## config.mk

```make
export PLATFORM = sky130hd
export DESIGN_NAME = taylor_trig_unit
export DESIGN_NICKNAME = d
export VERILOG_FILES = /design/src/rtl/taylor_trig_unit.sv
export SDC_FILE = /design/constraint.sdc
export NUM_CORES = 1
export LEC_CHECK = 0
export BUFFER_PORTS_ARGS = -buffer_cell sky130_fd_sc_hd__buf_2
export CORE_MARGIN = 3
export CORE_UTILIZATION = 60
export CTS_CLUSTER_DIAMETER = 100
export DETAILED_ROUTE_END_ITERATION = 7
export HOLD_SLACK_MARGIN = 0.15
export PLACE_DENSITY = 0.79
export SETUP_SLACK_MARGIN = 0.2
export SYNTH_ARGS = -nofsm -noshare
export SYNTH_HDL_FRONTEND = slang
export SYNTH_SLANG_ARGS = --single-unit
```

## constraint.sdc

```tcl
create_clock -name clk -period 12 [get_ports clk]
set_input_delay 1.2 -clock clk [delete_from_list [all_inputs] [get_ports clk]]
set_output_delay 1.2 -clock clk [all_outputs]
set_load 0.005 [all_outputs]
```

## src/rtl/taylor_trig_unit.sv

```systemverilog
// Sin/cos via a truncated Taylor series: one FSM driving a single shared fixed-point multiplier.
// The operand and mode are captured on start; result holds until the next completed operation.
module taylor_trig_unit #(
  parameter int DATA_W  = 16,
  parameter int FRAC_W  = 13,
  parameter int N_TERMS = 5
) (
  input  logic              clk,
  input  logic              rst_n,
  input  logic              start,
  input  logic              mode,
  input  logic [DATA_W-1:0] x_in,
  output logic              busy,
  output logic              done,
  output logic [DATA_W-1:0] result
);

  localparam int ONE = 1 << FRAC_W;
  localparam logic [DATA_W-1:0] OneV   = DATA_W'(ONE);
  localparam logic [DATA_W-1:0] SatMax = {1'b0, {(DATA_W-1){1'b1}}};
  localparam logic [DATA_W-1:0] SatMin = {1'b1, {(DATA_W-1){1'b0}}};

  typedef enum logic [2:0] {
    StIdle,
    StSquare,
    StMulX2,
    StMulC,
    StAcc,
    StFinish
  } state_t;

  // round(ONE / d) with the per-mode series denominator for index k
  function automatic int coef_val(input int m, input int k);
    int d;
    d = (m != 0) ? (2 * k + 1) * (2 * k + 2) : (2 * k + 2) * (2 * k + 3);
    return (2 * ONE + d) / (2 * d);
  endfunction

  logic [DATA_W-1:0] coef_sin [8];
  logic [DATA_W-1:0] coef_cos [8];

  for (genvar g = 0; g < 8; g++) begin : g_coef
    assign coef_sin[g] = DATA_W'(coef_val(0, g));
    assign coef_cos[g] = DATA_W'(coef_val(1, g));
  end

  state_t            state_q;
  logic [DATA_W-1:0] x_q, x2_q, term_q, acc_q;
  logic [2:0]        k_q;
  logic              mode_q;

  logic [DATA_W-1:0]   mul_a, mul_b, mul_res, coef, acc_sat;
  logic [2*DATA_W-1:0] prod_full;
  logic [DATA_W:0]     sum;
  logic                last_k;

  always_comb begin
    coef  = mode_q ? coef_cos[k_q] : coef_sin[k_q];
    mul_a = term_q;
    mul_b = x2_q;
    case (state_q)
      StSquare: begin
        mul_a = x_q;
        mul_b = x_q;
      end
      StMulC:  mul_b = coef;
      default: ;
    endcase
    // Sign-extended operands give the exact signed product in the low 2*DATA_W bits
    prod_full = {{DATA_W{mul_a[DATA_W-1]}}, mul_a} * {{DATA_W{mul_b[DATA_W-1]}}, mul_b};
    mul_res   = DATA_W'($signed(prod_full) >>> FRAC_W);
  end

  always_comb begin
    if (k_q[0]) begin
      sum = {acc_q[DATA_W-1], acc_q} + {term_q[DATA_W-1], term_q};
    end else begin
      sum = {acc_q[DATA_W-1], acc_q} - {term_q[DATA_W-1], term_q};
    end
    if (sum[DATA_W] != sum[DATA_W-1]) begin
      acc_sat = sum[DATA_W] ? SatMin : SatMax;
    end else begin
      acc_sat = sum[DATA_W-1:0];
    end
    last_k = (k_q == 3'(N_TERMS - 2));
  end

  always_ff @(posedge clk or negedge rst_n) begin
    if (!rst_n) begin
      state_q <= StIdle;
      x_q     <= '0;
      x2_q    <= '0;
      term_q  <= '0;
      acc_q   <= '0;
      k_q     <= '0;
      mode_q  <= 1'b0;
      busy    <= 1'b0;
      done    <= 1'b0;
      result  <= '0;
    end else begin
      case (state_q)
        StIdle: begin
          if (start) begin
            x_q     <= x_in;
            mode_q  <= mode;
            term_q  <= mode ? OneV : x_in;
            acc_q   <= mode ? OneV : x_in;
            k_q     <= '0;
            busy    <= 1'b1;
            state_q <= StSquare;
          end
        end
        StSquare: begin
          x2_q <= mul_res;
          if (N_TERMS == 1) begin
            result  <= acc_q;
            done    <= 1'b1;
            state_q <= StFinish;
          end else begin
            state_q <= StMulX2;
          end
        end
        StMulX2: begin
          term_q  <= mul_res;
          state_q <= StMulC;
        end
        StMulC: begin
          term_q  <= mul_res;
          state_q <= StAcc;
        end
        StAcc: begin
          acc_q <= acc_sat;
          k_q   <= k_q + 3'd1;
          if (last_k) begin
            result  <= acc_sat;
            done    <= 1'b1;
            state_q <= StFinish;
          end else begin
            state_q <= StMulX2;
          end
        end
        StFinish: begin
          busy    <= 1'b0;
          done    <= 1'b0;
          state_q <= StIdle;
        end
        default: begin
          busy    <= 1'b0;
          done    <= 1'b0;
          state_q <= StIdle;
        end
      endcase
    end
  end

endmodule

```

==> flow_summary.json <==
{
  "outcome": "complete, no violations",
  "timing.hold.ws_ns": 0.480,
  "dieHeight_um": 162,
  "fin_tns_setup_ns": 0,
  "cts_tree": "yes",
  "holdBufCountCts": 0,
  "antenna_left": 0,
  "crit_path_frequent_cell": "fa_1",
  "crit_required_ns": 12.20,
  "arrival_ns": 8.78,
  "avgRoutedWirePerCell_um": 19.8,
  "hp-class": "reg -> reg",
  "cp_num_buf_inv": 5,
  "fmax_mhz": 117,
  "grt_start_max_net_pins": 90,
  "dieArea_sq_um": 26200,
  "endpoint_kind": "register",
  "clock-root-buffer": "clkbuf_16",
  "core-area_sq_um": 23700,
  "drt_iter0_drc": 1091,
  "portBuffers": 37,
  "diodes": 0,
  "grt_pass1_wl_um": 65300,
  "ys_seq_elements": 89,
  "seq_area_frac_synth_pct": 15.3,
  "ctsResizeCount": 0,
  "hold_violations": 0,
  "cts.sinks": 89,
  "die_width_um": 162,
  "routed_via_density": 5.97,
  "start_kind": "register",
  "vias": 12000,
  "start_util_pct": 61.5,
  "crit_family": "adder cells",
  "synth_area_leaders": "fa_1 33%, dfrtp_1 15%, ha_1 8.7%, inv_1 8.2%, nand2_1 5.9%",
  "fin_area_sq_um": 15400,
  "dp_hpwl_um": 31200,
  "synth_most_common_cell": "inv_1",
  "drv_cap": 0,
  "avgSynthCellArea_sq_um": 8.74,
  "slew_headroom_pct": 20.0,
  "grtUsageMet2_pct": 51.2,
  "slew_violations": 0,
  "fin_crit_sh_pct": 71.5,
  "drt-total-wl_um": 39600,
  "clk_pin_slew_worst_paths_ns": 0.07,
  "cts-buffers-inserted": 9,
  "rows": 56,
  "synth_top_area_share_pct": 32.8,
  "tightest_slew_ns": 1.17,
  "dr.pass1.iters": 6,
  "drc": 0,
  "netlist.top_cell.by_area": "fa_1",
  "path_max_fanout": 24,
  "fin_skew_ns": 0.00829,
  "criticalPathCategory": "reg -> reg",
  "dpl-instance-area_sq_um": 15100,
  "gr-total-overflow": 0,
  "gp_congestion": 0.946,
  "htreeDepth": 3,
  "grt_pass1_vias": 12500,
  "synth_edf_count": 0,
  "final_nets": 2039,
  "min_period_ns": 8.57,
  "grt_usage_pct": 31.6,
  "antenna_found_initial": 1,
  "final_core_util_pct": 65.0,
  "clock_latency_ns": 0.35,
  "syn-cell-area_sq_um": 14600,
  "met1_usage_pct": 42.7,
  "finalSetupViolations": 0,
  "syn_inst": 1668,
  "yosys-top-cells-count": "318 x inv_1, 239 x fa_1, 230 x nand2_1",
  "synthFlopType": "dfrtp_1",
  "gr-usage-met3_pct": 5.53,
  "yosys_warnings": 0,
  "grt_setup_unrepaired": "false",
  "synth_nets": 2028,
  "clockBufferDepth": 2,
  "critPathSlowestCell": "dfrtp_1",
  "grt_busiest_layer": "met2",
  "final_layout_size_suffix_gt1_share_pct": 6.65,
  "async_flop_share_pct": 100,
  "cpPeakStageDelay_ns": 0.81,
  "post_cts_buffers": 0,
  "ys_types": 73,
  "area_growth_pct": 5.72,
  "io_pins": 38
}
-- layer usage --
layer / up-vias / wire length, um
met5: - / 13
met4: 2 / 1730
met3: 125 / 3570
met2: 562 / 18900
met1: 5962 / 15400
li1: 5310 / -
-- cell usage in the layout (no fill, tap or decap), types with 15 or more instances in the layout --
cell type	instances
o21ai_0	60
nand2b_1	20
inv_1	318
mux2_2	18
a221oi_1	19
buf_4	26
ha_1	101
nand3_1	16
nor2_1	149
fa_1	239
mux2i_1	15
and2_1	23
xor2_1	19
a21oi_1	70
nand2_1	230
dfrtp_1	89
xnor2_1	38
buf_2	36
-- layout make-up --
type                            count  area (sq um)
Timing Repair Buffer               62           375
Multi-Input combinational cell   1198         10900
Tap cell                          319           399
Clock inverter                      6          50.0
Sequential cell                    89          2230
Inverter                          319          1200
Fill cell                        1993          8280
Clock buffer                       10           239
-- state kept, by name (all words and copies together) (netlist names) --
register,cells
state_q,3
result,16
busy,1
x2_q,16
term_q,16
x_q,16
done,1
k_q,3
acc_q,16
mode_q,1
-- worst paths after layout --
kind,cells past startpoint,endpoint,startpoint,slack [ns]
setup / recovery,27,term_q[13],k_q[0],3.43
max in group asynchronous,1,x2_q[3],rst_n,10.20
hold / removal,2,result[8],result[8],0.48
min in group asynchronous,1,result[10],rst_n,1.07
setup reg to reg,27,term_q[13],k_q[0],3.43
hold reg to reg,2,result[8],result[8],0.48
-- kinds of logic (layout without fill, tap and decap cells) --
family                     after synthesis  in the layout  share of synthesized area, %
AOI/OAI and AO/OA                      269            269                          12.2
xor gates and xnor gates                58             58                          3.54
adders and majority gates              348            348                          42.1
buffers and inverters                  381            397                          9.86
DFF                                     89             89                          15.3
muxes                                   34             34                          2.52
and+or+nand+nor                        489            489                          14.5
-- per-stage QoR --
step                      std cells  setup slack (ns)
after floorplan                1668              4.51
after global placement         1987              3.87
after detailed placement       1987              3.64
after CTS                      2003              3.60
after global routing           2003              2.89
final                          2003              3.43
-- worst register-to-register path: stages (launching register included) --
cell      delay (ns)
dfrtp_1         0.81
inv_1           0.36
ha_1            0.45
nand2_1         0.11
o21ai_0         0.09
o211ai_1        0.21
o21ai_0         0.13
o21ai_1         0.45
buf_4           0.27
nand2_1         0.09
fa_1            0.50
fa_1            0.47
fa_1            0.54
inv_1           0.05
fa_1            0.50
fa_1            0.50
inv_1           0.05
fa_1            0.50
inv_1           0.05
ha_1            0.36
a21oi_1         0.22
o21ai_0         0.14
a31oi_1         0.23
and2_1          0.28
a21oi_1         0.11
a21oi_1         0.60
o21a_1          0.21
o221ai_1        0.14
Power is left out: the tool's default activity adds up to more than one toggle a clock period on the data nets, which glitch-free logic cannot reach.
